`src/rtl/thumb_pkg.sv`:
```
// Shared opcode codes, packer state encoding and immediate-field geometry
// for the Thumb-16 re-encoder.
package thumb_pkg;

    // Decoded opcode codes as produced by the decode stage
    localparam logic [4:0] OP_MOVS   = 5'd0;
    localparam logic [4:0] OP_CMP    = 5'd1;
    localparam logic [4:0] OP_ADDS3  = 5'd2;
    localparam logic [4:0] OP_LDRLIT = 5'd3;
    localparam logic [4:0] OP_STR    = 5'd4;
    localparam logic [4:0] OP_LDR    = 5'd5;
    localparam logic [4:0] OP_ADDSP  = 5'd6;
    localparam logic [4:0] OP_SUBSP  = 5'd7;
    localparam logic [4:0] OP_PUSH   = 5'd8;
    localparam logic [4:0] OP_POP    = 5'd9;
    localparam logic [4:0] OP_BCOND  = 5'd10;
    localparam logic [4:0] OP_B      = 5'd11;
    localparam logic [4:0] OP_MOVHI  = 5'd12;

    // Halfword used to pad the high half of a word flushed early
    localparam logic [15:0] NOP_HW_DEFAULT = 16'hBF00;

    // Packer occupancy: nothing held, low half held, full word presented
    typedef enum logic [1:0] {
        ST_EMPTY = 2'd0,
        ST_HALF  = 2'd1,
        ST_FULL  = 2'd2
    } pack_state_e;

    // Immediate geometry: width 0 means the opcode carries no immediate
    typedef struct packed {
        logic [4:0] width;
        logic       is_signed;
    } imm_info_t;

    function automatic imm_info_t imm_info(input logic [4:0] op);
        imm_info_t info;
        info = '{width: 5'd0, is_signed: 1'b0};
        case (op)
            OP_MOVS, OP_CMP, OP_LDRLIT, OP_ADDSP: info.width = 5'd8;
            OP_ADDS3:                             info.width = 5'd3;
            OP_STR, OP_LDR:                       info.width = 5'd5;
            OP_SUBSP:                             info.width = 5'd7;
            OP_BCOND: info = '{width: 5'd8,  is_signed: 1'b1};
            OP_B:     info = '{width: 5'd11, is_signed: 1'b1};
            default:  info = '{width: 5'd0,  is_signed: 1'b0};
        endcase
        return info;
    endfunction

endpackage

```
`src/rtl/thumb_hw_encode.sv`:
```
// Combinational re-encoder: decoded fields -> one Thumb-16 halfword, plus
// flags for an unknown opcode and for an immediate that had to be truncated.
module thumb_hw_encode
    import thumb_pkg::*;
(
    input  logic [4:0]  opcode,
    input  logic [3:0]  reg1,
    input  logic [3:0]  reg2,
    input  logic [3:0]  reg3,
    input  logic [7:0]  r_list,
    input  logic [3:0]  cond,
    input  logic [15:0] offset,
    output logic [15:0] hw,
    output logic        legal,
    output logic        in_range
);

    imm_info_t   info;
    logic [15:0] hi_mask;
    logic [15:0] hi_bits;

    // Rn only ever uses its low three bits
    logic unused_rn_msb;
    assign unused_rn_msb = reg2[3];

    // Range check: bits above the field must be zero (unsigned) or all copies
    // of the field's sign bit (signed), so the signed mask includes the sign bit
    always_comb begin
        info     = imm_info(opcode);
        hi_mask  = 16'hFFFF;
        hi_bits  = 16'h0000;
        in_range = 1'b1;
        if (info.width != 5'd0) begin
            if (info.is_signed) begin
                hi_mask  = 16'hFFFF << (info.width - 5'd1);
                hi_bits  = offset & hi_mask;
                in_range = (hi_bits == 16'h0000) || (hi_bits == hi_mask);
            end else begin
                hi_mask  = 16'hFFFF << info.width;
                hi_bits  = offset & hi_mask;
                in_range = (hi_bits == 16'h0000);
            end
        end
    end

    // Field placement per opcode; immediates are simply truncated to the field
    always_comb begin
        hw    = 16'h0000;
        legal = 1'b1;
        case (opcode)
            OP_MOVS:   hw = {5'b00100, reg1[2:0], offset[7:0]};
            OP_CMP:    hw = {5'b00101, reg2[2:0], offset[7:0]};
            OP_ADDS3:  hw = {7'b0001110, offset[2:0], reg2[2:0], reg1[2:0]};
            OP_LDRLIT: hw = {5'b01001, reg1[2:0], offset[7:0]};
            OP_STR:    hw = {5'b01100, offset[4:0], reg2[2:0], reg1[2:0]};
            OP_LDR:    hw = {5'b01101, offset[4:0], reg2[2:0], reg1[2:0]};
            OP_ADDSP:  hw = {5'b10101, reg1[2:0], offset[7:0]};
            OP_SUBSP:  hw = {9'b101100001, offset[6:0]};
            OP_PUSH:   hw = {7'b1011010, reg1[0], r_list};
            OP_POP:    hw = {7'b1011110, reg1[0], r_list};
            OP_BCOND:  hw = {4'b1101, cond, offset[7:0]};
            OP_B:      hw = {5'b11100, offset[10:0]};
            OP_MOVHI:  hw = {8'b01000110, reg1[3], reg3, reg1[2:0]};
            default: begin
                hw    = 16'h0000;
                legal = 1'b0;
            end
        endcase
    end

endmodule

```
`src/rtl/encode_pack.sv`:
```
// Re-encodes decoded Thumb-16 fields and packs two halfwords little-endian
// into 32-bit instruction-memory write words with an incrementing address.
module encode_pack
    import thumb_pkg::*;
#(
    parameter int                ADDR_W    = 16,
    parameter logic [ADDR_W-1:0] BASE_ADDR = '0,
    parameter logic [15:0]       NOP_HW    = NOP_HW_DEFAULT
) (
    input  logic              clk,
    input  logic              reset,
    input  logic              in_valid,
    output logic              in_ready,
    input  logic [4:0]        in_opcode,
    input  logic [3:0]        in_reg1,
    input  logic [3:0]        in_reg2,
    input  logic [3:0]        in_reg3,
    input  logic [7:0]        in_r_list,
    input  logic [3:0]        in_cond,
    input  logic [15:0]       in_offset,
    input  logic              in_last,
    output logic              out_valid,
    input  logic              out_ready,
    output logic [31:0]       out_data,
    output logic [ADDR_W-1:0] out_addr,
    output logic              err_illegal,
    output logic              err_range
);

    pack_state_e       state_q, state_d;
    logic [15:0]       pend_lo_q, pend_lo_d;
    logic [31:0]       data_q, data_d;
    logic [ADDR_W-1:0] addr_q, addr_d;
    logic              err_ill_q, err_ill_d;
    logic              err_rng_q, err_rng_d;

    logic [15:0] hw;
    logic        legal;
    logic        in_range;
    logic        accept;

    thumb_hw_encode u_enc (
        .opcode   (in_opcode),
        .reg1     (in_reg1),
        .reg2     (in_reg2),
        .reg3     (in_reg3),
        .r_list   (in_r_list),
        .cond     (in_cond),
        .offset   (in_offset),
        .hw       (hw),
        .legal    (legal),
        .in_range (in_range)
    );

    assign accept = in_valid && in_ready;

    // State register plus datapath flops; a low reset discards any pending half
    always_ff @(posedge clk) begin
        if (!reset) begin
            state_q   <= ST_EMPTY;
            pend_lo_q <= 16'h0000;
            data_q    <= 32'h0000_0000;
            addr_q    <= BASE_ADDR;
            err_ill_q <= 1'b0;
            err_rng_q <= 1'b0;
        end else begin
            state_q   <= state_d;
            pend_lo_q <= pend_lo_d;
            data_q    <= data_d;
            addr_q    <= addr_d;
            err_ill_q <= err_ill_d;
            err_rng_q <= err_rng_d;
        end
    end

    // Next state: illegal opcodes never add a halfword but can still flush
    always_comb begin
        state_d = state_q;
        case (state_q)
            ST_EMPTY: if (accept && legal) state_d = in_last ? ST_FULL : ST_HALF;
            ST_HALF:  if (accept && (legal || in_last)) state_d = ST_FULL;
            ST_FULL:  if (out_ready) state_d = ST_EMPTY;
            default:  state_d = ST_EMPTY;
        endcase
    end

    // Datapath: the output word only changes when a word completes, so it
    // stays put while the next low half is being collected
    always_comb begin
        pend_lo_d = pend_lo_q;
        data_d    = data_q;
        addr_d    = addr_q;
        err_ill_d = err_ill_q;
        err_rng_d = err_rng_q;
        if (accept) begin
            if (!legal)         err_ill_d = 1'b1;
            else if (!in_range) err_rng_d = 1'b1;
        end
        case (state_q)
            ST_EMPTY: begin
                if (accept && legal) begin
                    pend_lo_d = hw;
                    if (in_last) data_d = {NOP_HW, hw};
                end
            end
            ST_HALF: begin
                if (accept) begin
                    if (legal)        data_d = {hw, pend_lo_q};
                    else if (in_last) data_d = {NOP_HW, pend_lo_q};
                end
            end
            ST_FULL: begin
                if (out_ready) addr_d = addr_q + ADDR_W'(4);
            end
            default: ;
        endcase
    end

    // Handshake outputs decoded from occupancy
    always_comb begin
        in_ready  = (state_q != ST_FULL);
        out_valid = (state_q == ST_FULL);
    end

    assign out_data    = data_q;
    assign out_addr    = addr_q;
    assign err_illegal = err_ill_q;
    assign err_range   = err_rng_q;

endmodule

```
`config.mk`:
```
export PLATFORM = sky130hd
export DESIGN_NAME = encode_pack
export DESIGN_NICKNAME = d
export VERILOG_FILES = /design/src/rtl/thumb_pkg.sv /design/src/rtl/thumb_hw_encode.sv /design/src/rtl/encode_pack.sv
export SDC_FILE = /design/constraint.sdc
export NUM_CORES = 1
export LEC_CHECK = 0
export ABC_AREA = 1
export CAP_MARGIN = 30
export CORE_MARGIN = 2
export CORE_UTILIZATION = 50
export DETAILED_ROUTE_END_ITERATION = 6
export PLACE_DENSITY = 0.81
export SETUP_SLACK_MARGIN = 0.2
export SYNTH_ARGS = -nofsm -noshare
export SYNTH_HDL_FRONTEND = slang
export SYNTH_HIERARCHICAL = 1
export SYNTH_SLANG_ARGS = --single-unit
```
`constraint.sdc`:
```
create_clock -name clk -period 3.4 [get_ports clk]
set_clock_uncertainty 0.05 [all_clocks]
set_input_delay 0.51 -clock clk [delete_from_list [all_inputs] [get_ports clk]]
set_output_delay 0.51 -clock clk [all_outputs]
set_load 0.005 [all_outputs]
```
## Yosys cells after proc, flatten, opt, wreduce, memory -nomap -nowiden

Index checks and enable logic that the tools add are counted.

| word-level totals | value |
|---|---|
| bits in registers | 68 |
| output and inout port bits | 52 |
| word-level logic and storage cells | 74 |

| operators by class | value |
|---|---|
| add/sub/neg operators | 2 |
| eq/ne operators | 22 |
| shifts and indexed selects | 2 |
| multiplexer cells | 17 |
| bitwise operators | 4 |
| reductions and logical operators | 21 |

Operators by type and width:

| kind | count |
|---|---|
| $pmux 16 s13 | 1 |
| $mux 32 | 5 |
| $pmux 32 s2 | 1 |
| $and 16x16->16 | 2 |
| $logic_not 16->1 | 2 |
| $eq 5x4->1 const B | 5 |
| $eq 5x3->1 const B | 4 |
| $pmux 4 s5 | 1 |
| $add 16x3->16 const B | 1 |
| $eq 16x16->1 | 1 |
| $shl 16x4->16 const A | 1 |
| $shl 16x5->16 const A | 1 |
| $reduce_or 13->1 | 1 |
| $eq 5x2->1 const B | 2 |
| $ne 2x2->1 const B | 5 |
| $mux 2 | 4 |
| $pmux 2 s3 | 1 |
| $reduce_and 2->1 | 3 |
| $reduce_and 3->1 | 2 |
| $eq 5x1->1 const B | 1 |
| $logic_not 5->1 | 1 |
| $reduce_and 5->1 | 1 |
| $reduce_bool 5->1 | 1 |
| $reduce_or 5->1 | 1 |
| 12 further kinds | 20 |

## Depth between registers and ports, before layout

Gate-level depths: netlist of run 1.

| depth | value |
|---|---|
| word-level depth | 12 |
| gate-level depth with buffers | 22 |
| gate-level depth less buffers | 21 |

## Cells and area by module

Netlist of run 1, hierarchy kept.

By module, submodules not included:

| module | times used | cells each | area an instance (µm²) |
|---|---|---|---|
| encode_pack | 1 | 407 | 2813.9 |
| thumb_hw_encode | 1 | 236 | 1193.6 |

## Worst setup path after synthesis of run 1

OpenSTA, ideal clock, no wires.

| path | value |
|---|---|
| path type | input to register |
| start point | in in_opcode[1] |
| end point | reg err_rng_q (netlist: err_range) |
| arrival | 2.500 ns |
| data required time | 3.284 ns |
| setup slack | 0.783 ns |
| stages on the path | 20 |
| path through | nand2_1 > inv_2 > nand3_1 > nand2_2 > nor2_4 > inv_1 > ha_1 > clkbuf_1 > inv_1 > nor2_1 > o21ai_0 > o21ai_0 > nor2_1 > nand3_1 > nand2_1 > nand2_1 > nand2_1 > nor2_1 > nor2_1 > nor2_1 |

| on the way | value |
|---|---|
| word-level cells in the longest chain between the ends | 12 |
| elaborated cells between the ends (all ways) | 34 |
| classes of those cells | 1 x add/sub; 13 x eq/ne; 2 x shift; 5 x mux; 3 x bitwise; 10 x reduce/logical |

Ends and longest elaborated chain:

| item | line | source |
|---|---|---|
| start, declared | encode_pack.sv:14 | `input logic [4:0] in_opcode,` |
| $eq 5x1->1 (tied with other cells) | thumb_pkg.sv:39 | `case (op)` |
| $reduce_or 5->1 (no source line) / $reduce_or 2->1 (equally long branches) | - |  |
| $pmux 4 s5 | thumb_pkg.sv:39 |  |
| $sub 4x1->5 | thumb_hw_encode.sv:35 | `hi_mask = 16'hFFFF << (info.width - 5'd1);` |
| $shl 16x5->16 | thumb_hw_encode.sv:35 |  |
| $and 16x16->16 | thumb_hw_encode.sv:36 | `hi_bits = offset & hi_mask;` |
| $eq 16x16->1 / $logic_not 16->1 (equally long branches) | thumb_hw_encode.sv:37 | `in_range = (hi_bits == 16'h0000) \|\| (hi_bits == hi_mask);` |
| $logic_or 1x1->1 | thumb_hw_encode.sv:37 |  |
| $mux 1 | thumb_hw_encode.sv:34 | `if (info.is_signed) begin` |
| $mux 1 * | thumb_hw_encode.sv:33 | `if (info.width != 5'd0) begin` |
| net in_range | encode_pack.sv:39 | `logic in_range;` |
| $not 1->1 (no source line) * | - |  |
| $reduce_and 3->1 (no source line) * | - |  |
| end signal, assigned | encode_pack.sv:72 | `err_rng_q <= err_rng_d;` |
| end, declared | encode_pack.sv:35 | `logic err_rng_q, err_rng_d;` |

The timed path passes the listed nets; every way through them passes the cells marked *.
A chain may end at the register's enable or synchronous reset.

## Worst setup path in the final report of run 1

| path | value |
|---|---|
| start point | in in_opcode[0] |
| end point | reg err_rng_q (netlist: err_range) |

Same word-level chain as after synthesis.

==> results of run 1 <==
## registers in the layout, indices dropped and copies added (netlist names)
register / count
err_illegal: 1
out_data: 32
pend_lo_q: 16
state_q: 2
err_range: 1
out_addr: 14
## cells by family (layout without fill, tap and decap cells)
logic type,Yosys count,in the layout
and+or+nand+nor,325,325
AOI/OAI and AO/OA,125,125
buffers and inverters,117,225
DFF,66,66
adders and majority gates,5,5
xor gates and xnor gates,4,4
other,1,2
## cells in the final DEF, fill, tap and decap left out, types with 6 or more instances in the layout
master           synthesis  final
nor3_1                   8      7
nor2_4                   4      6
nor2_1                 111    111
nand2_1                143    142
o2111ai_1                8      7
dfxtp_1                 66     66
nand2_2                  5      6
o211ai_1                 9      9
nand3_1                 27     26
inv_1                   83     83
buf_4                    3     20
nand4_1                 19     19
o21ai_0                 66     65
clkdlybuf4s50_1          0     98
a21oi_1                 27     27
clkbuf_8                 0      9
## critical path, delay by kind of cell
kind	cells	cell delay [ps]
AND/OR/NAND/NOR	16	1320
adder cells (fa/ha/maj)	1	300
buffers and inverters	7	1010
## timing repair
action	in CTS	in global routing
gates resized for setup	0	8
buffers inserted	0	0
endpoints found under the setup margin	0	30
## through the flow
| stage | power, uW | hold WS [ps] | setup slack, ps | utilization [%] |
|---|---|---|---|---|
| floorplan | 1230 | 375 | 783 | - |
| global placement | 1490 | 384 | 48.0 | 66.7 |
| detailed placement | 1510 | 392 | 25.0 | 66.7 |
| CTS | 2120 | 402 | 367 | 69.1 |
| global route | 2250 | 412 | 226 | 69.6 |
| finish | 2120 | 400 | 408 | 69.6 |
## final timing paths
| kind | start | end | cells after the start |
|---|---|---|---|
| setup / recovery | in_opcode[0] | err_range$_SDFFE_PN0P_ | 24 |
| setup reg to reg | state_q[1]$_SDFFE_PN0P_ | out_data[25]$_SDFFE_PN0P_ | 8 |
| hold reg to reg | pend_lo_q[6]$_SDFFE_PN0P_ | pend_lo_q[6]$_SDFFE_PN0P_ | 2 |
| hold / removal | pend_lo_q[6]$_SDFFE_PN0P_ | pend_lo_q[6]$_SDFFE_PN0P_ | 2 |
## layout make-up
type / count / area (sq um)
Fill cell: 644 / 2350
Multi-Input combinational cell: 461 / 2240
Sequential cell: 66 / 1320
Timing Repair Buffer: 120 / 1170
Inverter: 89 / 334
Clock buffer: 11 / 131
Tap cell: 102 / 128
Clock inverter: 5 / 55.1
## where the power goes
group          total (uW)  switching [uW]  internal [uW]
Combinational         613             329            284
Clock                 623             286            336
Sequential            888            37.5            851
## metal layers
layer  GRT usage [%]  vias to the layer above
li1                -                     2281
met3            3.79                       31
met4            12.9                        0
met2            49.6                      201
met5               0                        -
met1            32.8                     2040
==> run metrics, run 1 <==
status=completed; Synth Area in Compound Gates=17.9%; fin crit share=88.0%; Placer Congestion=around 0.98; largest family of logic cells by synthesized area=simple AND/OR/NAND/NOR gates; final worst path period need=approximately 3000 ps; Area Growth Syn to Fin=34.2%; max incr delay on CP=around 430 ps; DR vias/cell=5.33; Fin. Hold Viols=0; CP required=around 3600 ps; # H-tree levels=3; Detail Route met2 WL=between 6000 and 7000 microns; Lkg Pwr=0.00234 uW; CP max FO=9; IO buf count=98; share of post-route cells with drive strength above 1=8.24%; Clock transition at path regs=around 70 ps; Post-Layout Cell Count=approximately 850; Top-Level Pins=102; Met1 Wirelength=just under 5000 microns; f_max=approximately 0.33 GHz; Pwr per Cell Area=395 nW/um^2; crit-path most repeated cell=nand2_1; flop2flop setup slack=roughly 1400 ps; Post-synth EDFFs=0; first-iteration detailed-routing DRC count=346; slowest CP cell=clkdlybuf4s50_1; die height=around 94 microns; cells along the critical path=clkdlybuf4s50_1, buf_4, inv_2, nand2_2, nand3_2, nand2_2, nor2_4, inv_1, ha_1, buf_4, nand2_1, inv_1, nand4_1, nand2_1, inv_1, nand2_1, nor2_1, nand2_1, nand2_1, nand2_1, nand2_1, nor2_1, nor2_1, nor2_1; largest net degree at the start of global routing=between 50 and 60; iteration count of the initial detailed-routing pass=5; core area=7730 sq um; Synth Instances=about 640; nets=~800; Cells after DPL=about 840; Routed Antenna Nets=0; syn avg cell area=slightly above 6 sq um; Area contributors post-synth=dfxtp_1, nand2_1, nor2_1; startpoint type of the worst setup path=input port; worst-margin pin slew=897 ps; Max clock buf depth=2; XOR/XNOR Fraction of Synth Area=0.874%; max-cap violations=0; top cells by count, synth=nand2_1, nor2_1, inv_1; initial core utilization=between 50% and 60%; DP Area=between 5000 and 6000 sq um; final instance area=between 5000 and 6000 sq um; Met3 Wirelength=832 microns; Post-synth top flop=dfxtp_1; clk sinks=66; uppermost routed layer=met4; total clock buffers created by CTS=9; max-slew violation count=0; synthesized flop and latch total=66; HPWL Detailed=approximately 9400 microns; Synth area leader=dfxtp_1; Yosys cell types=35; grt ovf=0; Worst EP arrival=between 3000 and 4000 ps; Post-CTS Hold Buffers=0; slew margin rel.=approximately 40%; CP Capture Type=register; RSZ-0062 raised after global routing=no; DRC=0; via count of the first global-routing pass=about 4,200; Skew-Pair Late Insertion Delay=approximately 340 ps; Post-Synth Simple-Gate Area=34.4%; final count of negative-setup-slack endpoints=0; DR WL/cell=14.2 microns; Std-Cell Rows=32; VDD IR-drop max=between 0.15 and 0.2 mV; die width=93.5 microns; global-route usage over all layers=around 28%; post-synthesis sequential area ratio=approximately a third; first-pass GRT wire length=19,400 microns; ys async rst share=0%; clock root cell=clkbuf_8; most instantiated library cell after synthesis=nand2_1; Synth Cell Area=~4000 sq um; routed wire length=approximately 12,000 microns; Post-Synth Adder-Cell Area=under 10%; initial antenna violation count=0; Sum Neg Setup Slack=0 ps; Hold/Removal Path Class=reg2reg; Synth warnings=6; # diodes=0; post-synthesis mux area share=0%; Synth top area share=about a third; TritonCTS clock tree=built; via count=roughly 4,600; Die Area=8750 sq um; crit path kind=in2reg
Power figures use the tool's default switching activity.
==> inputs of run 2 (changes only) <==
--- a/config.mk
+++ b/config.mk
@@ -6,7 +6,6 @@
 export NUM_CORES = 1
 export LEC_CHECK = 0
 export ABC_AREA = 1
-export CAP_MARGIN = 30
 export CORE_MARGIN = 2
 export CORE_UTILIZATION = 50
 export DETAILED_ROUTE_END_ITERATION = 6
==> results of run 2 <==
The final DEF is identical to that of run 1; final timing and power are the same.
